<file path="config.mk">
export PLATFORM = sky130hd
export DESIGN_NAME = uart_rx_fifo_flat
export DESIGN_NICKNAME = d
export VERILOG_FILES = /design/src/rtl/uart_rx_fifo_pkg.sv /design/src/rtl/uart_rx_fifo_if.sv /design/src/rtl/uart_rx_fifo_core.sv /design/src/rtl/uart_rx_fifo.sv /design/src/flat_wrapper.sv
export SDC_FILE = /design/constraint.sdc
export NUM_CORES = 1
export LEC_CHECK = 0
export CAP_MARGIN = 40
export CORE_ASPECT_RATIO = 1.1
export CORE_MARGIN = 2
export CORE_UTILIZATION = 60
export CTS_BUF_LIST = sky130_fd_sc_hd__clkbuf_16
export DETAILED_ROUTE_END_ITERATION = 7
export PLACE_DENSITY = 0.8
export SLEW_MARGIN = 5
export SYNTH_ARGS = -nofsm -noshare
export SYNTH_HDL_FRONTEND = slang
export SYNTH_SLANG_ARGS = --single-unit
</file>
<file path="constraint.sdc">
create_clock -name clk -period 3.8 [get_ports clk]
set_clock_uncertainty 0.1 [all_clocks]
set_input_delay 0.57 -clock clk [delete_from_list [all_inputs] [get_ports clk]]
set_output_delay 0.57 -clock clk [all_outputs]
set_load 0.02 [all_outputs]
</file>
<file path="src/rtl/uart_rx_fifo_pkg.sv">
// Shared types and constants for the UART receiver with receive FIFO.
// Parity modes, receiver FSM states and a width helper.
package uart_pkg;

    localparam int PAR_NONE = 0;
    localparam int PAR_EVEN = 1;
    localparam int PAR_ODD  = 2;

    typedef enum logic [2:0] {
        ST_IDLE,
        ST_START,
        ST_DATA,
        ST_PARITY,
        ST_STOP,
        ST_WAIT_HIGH
    } rx_state_e;

    function automatic int clog2(input int v);
        int r;
        r = 0;
        for (int i = 0; i < 31; i++) begin
            if ((1 << i) < v) r = i + 1;
        end
        return r;
    endfunction

endpackage

</file>
<file path="src/rtl/uart_rx_fifo_if.sv">
// Pop and peek bus between the receive FIFO and its consumer.
// master = FIFO side, slave = consumer side.
interface uart_rx_fifo_if #(
    parameter int DW = 8,
    parameter int AW = 3
);
    logic          rd_valid;
    logic          rd_ready;
    logic [DW-1:0] rd_data;
    logic [AW-1:0] peek_addr;
    logic [DW-1:0] peek_data;

    modport master (
        output rd_valid, rd_data, peek_data,
        input  rd_ready, peek_addr
    );

    modport slave (
        input  rd_valid, rd_data, peek_data,
        output rd_ready, peek_addr
    );
endinterface

</file>
<file path="src/rtl/uart_rx_fifo_core.sv">
// UART frame receiver: rx synchroniser, framing FSM, parity/stop checks.
// Emits a one-cycle push strobe with data, or one-cycle error pulses.
module uart_rx_core
    import uart_pkg::*;
#(
    parameter int CLKS_PER_BIT = 868,
    parameter int DATA_BITS    = 8,
    parameter int PARITY       = PAR_NONE
) (
    input  logic                 clk,
    input  logic                 rst,
    input  logic                 en_i,
    input  logic                 rx_i,
    output logic                 push_o,
    output logic [DATA_BITS-1:0] data_o,
    output logic                 frame_err_o,
    output logic                 parity_err_o
);

    localparam int CW = clog2(CLKS_PER_BIT);
    localparam int IW = clog2(DATA_BITS);
    localparam logic [CW-1:0] CNT_MAX  = CW'(CLKS_PER_BIT - 1);
    localparam logic [CW-1:0] CNT_HALF = CW'(CLKS_PER_BIT / 2 - 1);
    localparam logic [IW-1:0] IDX_MAX  = IW'(DATA_BITS - 1);
    localparam logic          PAR_INV  = (PARITY == PAR_ODD);

    logic                 rx_meta_q;
    logic                 rx_s_q;
    rx_state_e            state_q;
    logic [CW-1:0]        cnt_q;
    logic [IW-1:0]        idx_q;
    logic [DATA_BITS-1:0] shreg_q;
    logic                 par_ok_q;
    logic                 push_q;
    logic                 ferr_q;
    logic                 perr_q;

    always_ff @(posedge clk) begin
        if (rst) begin
            rx_meta_q <= 1'b1;
            rx_s_q    <= 1'b1;
        end else begin
            rx_meta_q <= rx_i;
            rx_s_q    <= rx_meta_q;
        end
    end

    always_ff @(posedge clk) begin
        push_q <= 1'b0;
        ferr_q <= 1'b0;
        perr_q <= 1'b0;
        if (rst) begin
            state_q  <= ST_IDLE;
            cnt_q    <= '0;
            idx_q    <= '0;
            shreg_q  <= '0;
            par_ok_q <= 1'b1;
        end else if (!en_i) begin
            state_q <= ST_IDLE;
            cnt_q   <= '0;
        end else begin
            unique case (state_q)
                ST_IDLE: begin
                    if (!rx_s_q) begin
                        state_q <= ST_START;
                        cnt_q   <= '0;
                    end
                end
                ST_START: begin
                    if (cnt_q == CNT_HALF) begin
                        cnt_q    <= '0;
                        idx_q    <= '0;
                        par_ok_q <= 1'b1;
                        state_q  <= rx_s_q ? ST_IDLE : ST_DATA;
                    end else begin
                        cnt_q <= cnt_q + 1'b1;
                    end
                end
                ST_DATA: begin
                    if (cnt_q == CNT_MAX) begin
                        cnt_q   <= '0;
                        shreg_q <= {rx_s_q, shreg_q[DATA_BITS-1:1]};
                        if (idx_q == IDX_MAX) begin
                            state_q <= (PARITY != PAR_NONE) ? ST_PARITY : ST_STOP;
                        end else begin
                            idx_q <= idx_q + 1'b1;
                        end
                    end else begin
                        cnt_q <= cnt_q + 1'b1;
                    end
                end
                ST_PARITY: begin
                    if (cnt_q == CNT_MAX) begin
                        cnt_q    <= '0;
                        par_ok_q <= (rx_s_q == ((^shreg_q) ^ PAR_INV));
                        state_q  <= ST_STOP;
                    end else begin
                        cnt_q <= cnt_q + 1'b1;
                    end
                end
                ST_STOP: begin
                    if (cnt_q == CNT_MAX) begin
                        cnt_q  <= '0;
                        push_q <= rx_s_q && par_ok_q;
                        ferr_q <= !rx_s_q;
                        perr_q <= !par_ok_q;
                        // A low stop bit may be a break; hold off until the line idles.
                        state_q <= rx_s_q ? ST_IDLE : ST_WAIT_HIGH;
                    end else begin
                        cnt_q <= cnt_q + 1'b1;
                    end
                end
                ST_WAIT_HIGH: begin
                    if (rx_s_q) state_q <= ST_IDLE;
                end
                default: state_q <= ST_IDLE;
            endcase
        end
    end

    assign push_o       = push_q;
    assign data_o       = shreg_q;
    assign frame_err_o  = ferr_q;
    assign parity_err_o = perr_q;

endmodule

</file>
<file path="src/rtl/uart_rx_fifo.sv">
// UART receiver with first-word-fall-through receive FIFO, peek port,
// occupancy count and sticky overflow/frame/parity error flags.
module uart_rx_fifo
    import uart_pkg::*;
#(
    parameter int CLKS_PER_BIT = 868,
    parameter int DATA_BITS    = 8,
    parameter int PARITY       = PAR_NONE,
    parameter int DEPTH        = 8,
    localparam int AW          = clog2(DEPTH)
) (
    input  logic            clk,
    input  logic            rst,
    input  logic            en_i,
    input  logic            rx_i,
    input  logic            clr_err_i,
    uart_rx_fifo_if.master  rd_if,
    output logic [AW:0]     count_o,
    output logic            full_o,
    output logic            overflow_o,
    output logic            frame_err_o,
    output logic            parity_err_o
);

    localparam logic [AW:0] CNT_FULL = (AW + 1)'(DEPTH);

    logic                 push;
    logic [DATA_BITS-1:0] push_data;
    logic                 ferr_p;
    logic                 perr_p;

    uart_rx_core #(
        .CLKS_PER_BIT (CLKS_PER_BIT),
        .DATA_BITS    (DATA_BITS),
        .PARITY       (PARITY)
    ) u_core (
        .clk          (clk),
        .rst          (rst),
        .en_i         (en_i),
        .rx_i         (rx_i),
        .push_o       (push),
        .data_o       (push_data),
        .frame_err_o  (ferr_p),
        .parity_err_o (perr_p)
    );

    logic [DATA_BITS-1:0] mem_q [DEPTH];
    logic [AW-1:0]        wr_ptr_q, wr_ptr_d;
    logic [AW-1:0]        rd_ptr_q, rd_ptr_d;
    logic [AW:0]          count_q, count_d;
    logic                 ovf_q, ovf_d;
    logic                 ferr_q, ferr_d;
    logic                 perr_q, perr_d;
    logic                 full;
    logic                 do_pop;
    logic                 do_push;
    logic                 ovf_set;
    logic [AW-1:0]        peek_idx;

    assign full     = (count_q == CNT_FULL);
    assign do_pop   = rd_if.rd_valid && rd_if.rd_ready;
    // A pop on the same edge frees the slot, so a full FIFO still accepts.
    assign do_push  = push && (!full || do_pop);
    assign ovf_set  = push && full && !do_pop;
    assign peek_idx = rd_ptr_q + rd_if.peek_addr;

    always_comb begin
        wr_ptr_d = wr_ptr_q;
        rd_ptr_d = rd_ptr_q;
        count_d  = count_q;
        if (do_push) wr_ptr_d = wr_ptr_q + 1'b1;
        if (do_pop)  rd_ptr_d = rd_ptr_q + 1'b1;
        unique case ({do_push, do_pop})
            2'b10:   count_d = count_q + 1'b1;
            2'b01:   count_d = count_q - 1'b1;
            default: count_d = count_q;
        endcase
        ovf_d  = ovf_set | (ovf_q  & ~clr_err_i);
        ferr_d = ferr_p  | (ferr_q & ~clr_err_i);
        perr_d = perr_p  | (perr_q & ~clr_err_i);
    end

    always_ff @(posedge clk) begin
        if (rst) begin
            wr_ptr_q <= '0;
            rd_ptr_q <= '0;
            count_q  <= '0;
            ovf_q    <= 1'b0;
            ferr_q   <= 1'b0;
            perr_q   <= 1'b0;
            for (int i = 0; i < DEPTH; i++) mem_q[i] <= '0;
        end else begin
            wr_ptr_q <= wr_ptr_d;
            rd_ptr_q <= rd_ptr_d;
            count_q  <= count_d;
            ovf_q    <= ovf_d;
            ferr_q   <= ferr_d;
            perr_q   <= perr_d;
            if (do_push) mem_q[wr_ptr_q] <= push_data;
        end
    end

    assign rd_if.rd_valid  = (count_q != '0);
    assign rd_if.rd_data   = mem_q[rd_ptr_q];
    assign rd_if.peek_data = mem_q[peek_idx];
    assign count_o         = count_q;
    assign full_o          = full;
    assign overflow_o      = ovf_q;
    assign frame_err_o     = ferr_q;
    assign parity_err_o    = perr_q;

endmodule

</file>
<file path="src/flat_wrapper.sv">
// flat-port wrapper written by rule: the top's interface ports become plain ports
module uart_rx_fifo_flat import uart_pkg::*;
#(
    parameter int CLKS_PER_BIT = 868,
    parameter int DATA_BITS    = 8,
    parameter int PARITY       = PAR_NONE,
    parameter int DEPTH        = 8,
    localparam int AW          = clog2(DEPTH)
)
  (clk, rst, en_i, rx_i, clr_err_i, count_o, full_o, overflow_o, frame_err_o, parity_err_o, rd_if_rd_valid, rd_if_rd_data, rd_if_peek_data, rd_if_rd_ready, rd_if_peek_addr);
  uart_rx_fifo_if #(.DW(8), .AW(3)) rd_if_i ();
  input  logic clk;
  input  logic rst;
  input  logic en_i;
  input  logic rx_i;
  input  logic clr_err_i;
  output logic [AW:0] count_o;
  output logic full_o;
  output logic overflow_o;
  output logic frame_err_o;
  output logic parity_err_o;
  output wire logic [$bits(rd_if_i.rd_valid)-1:0] rd_if_rd_valid;
  output wire logic [$bits(rd_if_i.rd_data)-1:0] rd_if_rd_data;
  output wire logic [$bits(rd_if_i.peek_data)-1:0] rd_if_peek_data;
  input wire logic [$bits(rd_if_i.rd_ready)-1:0] rd_if_rd_ready;
  input wire logic [$bits(rd_if_i.peek_addr)-1:0] rd_if_peek_addr;
  assign rd_if_rd_valid = rd_if_i.rd_valid;
  assign rd_if_rd_data = rd_if_i.rd_data;
  assign rd_if_peek_data = rd_if_i.peek_data;
  assign rd_if_i.rd_ready = rd_if_rd_ready;
  assign rd_if_i.peek_addr = rd_if_peek_addr;
  uart_rx_fifo #(.CLKS_PER_BIT(CLKS_PER_BIT), .DATA_BITS(DATA_BITS), .PARITY(PARITY), .DEPTH(DEPTH)) u_core (.clk(clk), .rst(rst), .en_i(en_i), .rx_i(rx_i), .clr_err_i(clr_err_i), .rd_if(rd_if_i), .count_o(count_o), .full_o(full_o), .overflow_o(overflow_o), .frame_err_o(frame_err_o), .parity_err_o(parity_err_o));
endmodule
</file>
* After elaboration in Yosys (flattened, before gate mapping)
Memories as Yosys holds them, arrays and structs flattened. A register that Yosys moved wholly into a read port is not among the register bits.
Index checks and enable logic that the tools add are counted.
** Operators by class
- $add $sub $neg :: 7
- Equality and inequality tests :: 20
- Muxes and demuxes :: 32
- Bitwise operators :: 10
- Reduce and logical (&&, ||, !) cells :: 26
** Operators with widths (count)
- 2-to-1 mux 3 bit :: 14
- 2-to-1 mux 10 bit :: 3
- case mux 10 bit (3 select lines) :: 1
- case mux 3 bit (6 select lines) :: 1
- != test 2 bit, second input constant :: 8
- adder 10 x 1 -> 10 bit, second input constant :: 1
- equality test 10 bit, second input constant :: 1
- equality test 10 x 9 -> 1 bit, second input constant :: 1
- adder 3 x 1 -> 3 bit, second input constant :: 3
- equality test 3 bit, second input constant :: 3
- 2-to-1 mux 1 bit :: 8
- 2-to-1 mux 8 bit :: 1
- case mux 4 bit (2 select lines) :: 1
- OR reduction 8 bit :: 1
- XOR reduction 8 bit :: 1
- AND reduction 7 bit :: 1
- equality test 3 x 2 -> 1 bit, second input constant :: 2
- case mux 3 bit (2 select lines) :: 1
- nonzero test 2 bit :: 3
- logical AND 1 bit :: 5
- AND reduction 5 bit :: 1
- adder 4 x 1 -> 4 bit, second input constant :: 1
- equality test 4 bit, second input constant :: 1
- zero test 1 bit :: 4
- other kinds (21) :: 28
** Word-level totals
- Register bits after elaboration :: 43
- Bits in writable memories :: 64
- Word-level logic and storage cells :: 112
- Memories kept :: 1
** Memories
- u_core.mem_q :: words 8, width 8, rd ports 2, clocked after Yosys merged registers in 1, write ports 8, RTL line uart_rx_fifo.sv:47 : logic [DATA_BITS-1:0] mem_q [DEPTH];

* Longest topological paths before layout
Gate-level depths: netlist (run 1).
- Word-level depth :: 9
- Gate-level depth with buffers :: 11
- Depth with buffers taken out :: 10

* Cells and area by module
From an unflattened synthesis (run 1), not the netlist that was laid out.
** Unflattened totals
- Cells, all modules :: 642
- Area, all modules :: 6760.2 µm²
** By module, submodules not included
- uart_rx_fifo :: times used 1, cells each 465, area an instance 5183.7 µm²
- uart_rx_core :: times used 1, cells each 177, area an instance 1576.5 µm²

* Worst setup path before layout (run 1)
No wires, ideal clock.
- Path type :: input port to output port
- Start :: in rd_if_peek_addr[0]
- End :: out rd_if_peek_data[0]
- Arrival time :: 2.783 ns
- Path slack :: 0.347 ns
- Stages on the path :: 7
- Path buffers :: 1
- Cells stage by stage :: ha_1 -> fa_1 -> xor2_1 -> xnor2_1 -> clkbuf_1 -> mux4_2 -> mux2_2
** On the way
- Longest elaborated chain between the ends :: 2
** RTL lines
- start: declaration :: RTL line flat_wrapper.sv:26 : input wire logic [$bits(rd_if_i.peek_addr)-1:0] rd_if_peek_addr;
- adder 3 bit :: RTL line uart_rx_fifo.sv:65 : assign peek_idx = rd_ptr_q + rd_if.peek_addr;
- memory read (8 x 8 bit)
- end: declaration :: RTL line flat_wrapper.sv:24 : output wire logic [$bits(rd_if_i.peek_data)-1:0] rd_if_peek_data;
No other way between the ends.

* Worst setup path after layout (run 1)
- Start :: in rd_if_peek_addr[0]
- End :: out rd_if_peek_data[6]
Same word-level chain as after synthesis.

==> run metrics, run 1 <==
RSZ-0062 raised after global routing no; Seq cells post-synth 110; final setup vio count 0; Critical Path Source rd_if_peek_addr[0]; slowest CP cell clkdlybuf4s50_1; Crit path depth 9; leading cell type in the layout, fill and taps excluded edfxtp_1; Synth Area in XOR/XNOR 2.72%; Worst VDD drop 0.000281 V; post-synthesis cell type count 58; Final TNS setup 0 ns; CP arrival 2.97 ns; ys async rst share 0%; Total Routing Usage GR 24.5%; Synth Area in Simple Gates 18.2%; number of fill cells 669; first-pass GRT wire length 19500 µm; antenna violations before repair 0; Die H 106 µm; Die X 96.6 µm; CTS Root Cell clkbuf_16; Mapped Nets 498; vias in the first global route 3807; Die Area 10200 µm²; Min Hold Slack 0.314 ns; Crit path required time 3.13 ns; CTS Sinks 110; row count 37; synthesized area per cell 11.8 µm²; Max stage delay on crit path 0.40 ns; final hold violation count 0; PD cells 365 nW/µm²; io pins 34; Synth Area in Adders 2.56%; Design Area, Final 6430 µm²; via count 3831; placed cell areas 6150 µm²; vias per cell 6.09; CP Cell Sequence clkdlybuf4s50_1 -> ha_1 -> fa_2 -> xor2_2 -> xnor2_2 -> bufbuf_16 -> mux4_2 -> mux2_2 -> clkbuf_2; Reg-to-Reg Start u_core.count_o[1]; CTS clk-pin slew, worst paths 0.07 ns; Tot Pwr 2.34 mW; HPWL Detailed 8150 µm; final worst-path setup slack 0.164 ns; htree depth 3; Core Area 9260 µm²; pin slew with the least headroom to its limit 0.800 ns; fmax 275 MHz; Hold Crit Start u_core.u_core.rx_meta_q; n_diodes 0; area added between synthesis and finish 13.6%; CTS max path bufs 2; Routed Antenna Nets 0; largest net degree at the start of global routing 37; mux cell area share after synthesis 17.5%; Buffers & Inverters on Critical Path 3; GP Congestion 0.801; first-pass iteration count of the detailed router 5; Compound-Gate Fraction of Synth Area 5.57%; total gr overflow 0; most frequent cells in the layout edfxtp_1 (64), dfxtp_1 (46), nor2_1 (43); routed wire length 12000 µm; Placed Cells incl. Taps 611; post-synthesis sequential area ratio 50.2%; Crit Path Max Fanout 8; largest family of logic cells by synthesized area simple AND/OR/NAND/NOR gates; Max-Cap Viols 0; number of synthesized flops with an enable pin 64; fin nets 527; First DRT Iteration DRCs 242; drt drc 0; hold path depth 1; TritonCTS clock tree built; CP Capture Type output port; Core Util, Final 69.4%; CP top delay family buffers and inverters; leak pwr 2.18 nW; share of layout cells above drive strength 1 19.1%; min cycle time layout 3.64 ns; final period utilization 95.7%; Worst-Skew Late Latency 0.34 ns; mapped cell area 5660 µm²; Synth Flop Type edfxtp_1; pre-CTS setup slack -0.257 ns; status complete, no violations; Hold Path Class reg -> reg; synth warn 0; Setup Crit Path Kind in -> out; port bufs 33; headroom to the max-slew limit 46.7%; crit path launch type primary input; initial core utilization 61.1%; Post-Syn Instances 478; Non-Filler Instances 629; Routed WL per cell 19.1 µm; Final Slew Violations 0; R2R cell count 10; cts bufs inserted 9
==> where the power goes <==
| group | switching (mW) | internal (mW) |
|---|---|---|
| registers | 0.0220 | 1.29 |
| clock network | 0.413 | 0.440 |
| logic | 0.0858 | 0.0900 |
| total | 0.521 | 1.82 |
==> what timing repair did <==
action                     CTS  global route
gates cloned                 1             0
hold buffers                 0             0
setup endpoints to repair    8             8
pin swaps                    1             0
setup buffers                1             0
resized for setup           13            15
==> cells in the mapped netlist, drive strengths merged (2+ instances only) <==
| cell | instances | area [µm²] |
|---|---|---|
| nand4 | 2 | 12.5 |
| nand2b | 4 | 25.0 |
| or2 | 10 | 62.6 |
| nand3 | 7 | 35.0 |
| nor2 | 43 | 161 |
| buf | 9 | 40.0 |
| a21oi | 16 | 80.1 |
| a311oi | 3 | 26.3 |
| mux2 | 16 | 180 |
| a31oi | 5 | 31.3 |
| ha | 10 | 125 |
| and3b | 2 | 17.5 |
| edfxtp | 64 | 1920 |
| o21a | 2 | 15.0 |
| nor4 | 2 | 18.8 |
| or4b | 4 | 43.8 |
| mux4 | 32 | 721 |
| nand3b | 5 | 37.5 |
| dfxtp | 46 | 921 |
| nor3b | 3 | 22.5 |
| clkbuf | 24 | 91.3 |
| mux2i | 9 | 90.1 |
| and3 | 2 | 12.5 |
| nor3 | 18 | 90.1 |
| o21bai | 2 | 15.0 |
| or3 | 3 | 18.8 |
| nand4b | 2 | 17.5 |
| nor2b | 4 | 25.0 |
| inv | 13 | 48.8 |
| o21ai | 10 | 53.8 |
| xor2 | 7 | 61.3 |
| or4 | 4 | 30.0 |
| nand2 | 31 | 116 |
| and2 | 41 | 257 |
| a22oi | 2 | 15.0 |
| xnor2 | 8 | 70.1 |
==> final cells by class <==
type | count | area (µm²) | area share, %
flip-flops and latches | 110 | 2840 | 44.2
multi-input cells | 322 | 2650 | 41.3
repair buffers | 51 | 467 | 7.26
clock buffers | 9 | 225 | 3.50
well taps | 117 | 146 | 2.28
inverters | 13 | 48.8 | 0.759
clock inverters | 7 | 43.8 | 0.681
==> layer usage <==
metal	track usage, %	wire [µm]	vias to the layer above
li1	-	-	1812
met1	31.5	4900	1897
met2	42.0	6280	100
met3	4.11	588	22
met4	9.05	247	0
met5	0	0	-
==> final timing paths <==
path	end	slack, ns
setup / recovery	rd_if_peek_data[6]	0.16
hold / removal	u_core.u_core.rx_s_q	0.31
setup reg to reg	u_core.count_o[2]	1.06
hold reg to reg	u_core.u_core.rx_s_q	0.31
==> kinds of logic after synthesis <==
group | after synthesis
xor+xnor | 16
flops | 110
simple gates | 190
buf+inv | 46
compound gates | 48
mux | 57
fa+ha+maj | 11
==> state kept, by name (all words and copies together), names as in the netlist, named ones only <==
name                        flops
u_core.count_o                  4
u_core.frame_err_o              1
u_core.mem_q                   64
u_core.overflow_o               1
u_core.parity_err_o             1
u_core.rd_ptr_q                 3
u_core.u_core.cnt_q            10
u_core.u_core.data_o            8
u_core.u_core.frame_err_o       1
u_core.u_core.idx_q             3
u_core.u_core.par_ok_q          1
u_core.u_core.parity_err_o      1
u_core.u_core.push_o            1
u_core.u_core.rx_meta_q         1
u_core.u_core.rx_s_q            1
u_core.u_core.state_q           3
u_core.wr_ptr_q                 3
No activity file was read; power rests on OpenSTA's default activity.
==> inputs of run 2 (changes only) <==
--- a/config.mk
+++ b/config.mk
@@ -8,11 +8,11 @@
 export CAP_MARGIN = 40
 export CORE_ASPECT_RATIO = 1.1
 export CORE_MARGIN = 2
-export CORE_UTILIZATION = 60
+export CORE_UTILIZATION = 35
 export CTS_BUF_LIST = sky130_fd_sc_hd__clkbuf_16
 export DETAILED_ROUTE_END_ITERATION = 7
-export PLACE_DENSITY = 0.8
 export SLEW_MARGIN = 5
 export SYNTH_ARGS = -nofsm -noshare
 export SYNTH_HDL_FRONTEND = slang
+export SYNTH_HIERARCHICAL = 1
 export SYNTH_SLANG_ARGS = --single-unit
==> run metrics, run 2 <==
status complete, no violations; Routed WL per cell 18.9 µm; largest cells by area after synthesis edfxtp_1 (28%), dfxtp_1 (14%), and2_1 (6.1%); Synth Flop Type edfxtp_1; min cycle time layout 3.75 ns; First DRT Iteration DRCs 271; max FFs per register 64; Yosys top cell by area edfxtp_1; htree depth 3; Setup Crit Path Kind in -> out; met2 Track Usage GR 27.6%; GP Congestion 0.816; CP top delay family buffers and inverters; Die Area 20400 µm²; final hold violation count 0; Max stage delay on crit path 0.43 ns; fin nets 683; met3 global-route usage 1.39%; Die X 137 µm; post-synthesis sequential area ratio 42.1%; busiest grt layer met2; drt drc 0; share of layout cells above drive strength 1 16.3%; TritonCTS clock tree built; routed wire length 17300 µm; CP arrival 3.08 ns; Mapped Nets 660; headroom to the max-slew limit 36.8%; fmax 267 MHz; CTS Root Cell clkbuf_16; Routed Antenna Nets 0; final setup vio count 0; Tot Pwr 3.30 mW; most frequent cells after synthesis and2_1 (66), edfxtp_1 (64), nor2_1 (48); Total Routing Usage GR 16.5%; initial core utilization 35.5%; Worst-Skew Late Latency 0.34 ns; n_diodes 0; Crit Path Max Fanout 12; slowest CP cell fa_2; row count 53; CTS max path bufs 2; Final Slew Violations 0; RSZ-0062 raised after global routing yes; leading cell type in the layout, fill and taps excluded and2_1; Worst VDD drop 0.000204 V; vias per cell 5.70; most frequent cells in the layout and2_1 (66), edfxtp_1 (64), nor2_1 (48); Max-Cap Viols 0; largest net degree at the start of global routing 72; Crit path required time 3.13 ns; port bufs 33; final period utilization 98.6%; CP Cell Sequence clkdlybuf4s50_1 -> ha_2 -> inv_1 -> fa_2 -> clkbuf_4 -> clkbuf_16 -> nor4b_1 -> mux2i_1 -> o2111ai_1 -> nor2_1 -> dlygate4sd2_1; crit path launch type primary input; post-synthesis cell type count 67; via count 5227; ys async rst share 0%; Synth top area share 28.4%; Non-Filler Instances 917; io pins 34; GR Layer Usage met1 22.1%; Post-Syn Instances 642; area added between synthesis and finish 16.3%; number of synthesized flops with an enable pin 64; Seq cells post-synth 110; Core Area 19000 µm²; Biggest register u_core/mem_q; HPWL Detailed 11700 µm; synthesized area per cell 10.5 µm²; pin slew with the least headroom to its limit 0.936 ns; cts bufs inserted 9; first-pass iteration count of the detailed router 5; synth warn 6; hold_buf cts 0; PD cells 420 nW/µm²; CTS clk-pin slew, worst paths 0.07 ns; leak pwr 2.75 nW; Buffers & Inverters on Critical Path 5; Die H 150 µm; CTS Sinks 110; antenna violations before repair 0; CP Capture Type output port; total gr overflow 0; mapped cell area 6760 µm²; first-pass GRT wire length 26200 µm; dominant cell by count in the synthesized netlist and2_1; Hold Path Class reg -> reg; Placed Cells incl. Taps 894; vias in the first global route 4844; number of fill cells 1796
==> run 2: what timing repair did <==
item | in CTS | in global routing
endpoints found under the setup margin | 8 | 5
cloned | 0 | 4
buffers inserted | 0 | 3
resized for setup | 9 | 12
==> run 2: layer usage <==
metal	wire length [µm]	share of wire, %
met5	0	0
met4	324	1.9
met3	682	3.9
met2	8590	50
met1	7730	45
==> run 2: cell families after synthesis <==
family                     count (synthesis)  share of synthesized area (%)
muxes                                     55                           11.8
DFF                                      110                           42.1
AOI/OAI and AO/OA                         85                           9.01
buffers and inverters                     62                           3.76
adders and majority gates                  9                           1.78
and+or+nand+nor                          299                           28.6
xor gates and xnor gates                  22                           3.05
==> run 2: where the power goes <==
part | switching, mW | total (mW) | internal, mW | leakage [nW]
logic | 0.496 | 0.962 | 0.466 | 1.63
registers | 0.0765 | 1.39 | 1.31 | 0.979
clock network | 0.430 | 0.951 | 0.521 | 0.146
total | 1.00 | 3.30 | 2.30 | 2.75
==> run 2: final cells by class <==
class	instances	area (µm²)	area share, %
multi-input combinational	470	3720	47.4
sequential	110	2840	36.2
timing repair buffer	62	637	8.10
tap	247	309	3.93
clock buffer	9	225	2.86
clock inverter	7	78.8	1.00
inverter	12	45.0	0.573
==> run 2: path summary, 6_finish.rpt <==
path | start | to | slack, ns | cells after the start
max | rd_if_peek_addr[0] | rd_if_peek_data[4] | 0.05 | 11
min | u_core/u_core/rx_meta_q | u_core/u_core/rx_s_q | 0.32 | 1
max reg2reg | u_core/count_o[3] | u_core/mem_q[0][1] | 1.25 | 5
min reg2reg | u_core/u_core/rx_meta_q | u_core/u_core/rx_s_q | 0.32 | 1
==> run 2: through the flow <==
step | utilization, % | setup slack, ns | TNS (ns) | hold WS, ns | cell area, µm²
6_report | 41.3 | 0.0517 | 0 | 0.321 | 7860
3_5_place_dp | 38.9 | -0.107 | -0.681 | 0.307 | 7410
4_1_cts | 40.5 | -0.0598 | -0.0598 | 0.325 | 7710
3_3_place_gp | 38.9 | -0.0769 | -0.538 | 0.297 | 7410
2_1_floorplan | - | 0.666 | 0 | 0.289 | 6760
5_1_grt | 41.3 | -0.114 | -0.131 | 0.342 | 7860
==> run 2: worst register-to-register path, stage by stage (launching register included) <==
cell	delay [ns]
dfxtp_1	0.53
or4b_1	0.66
o21ai_4	0.25
nor4_1	0.08
buf_4	0.19
or2_1	0.42
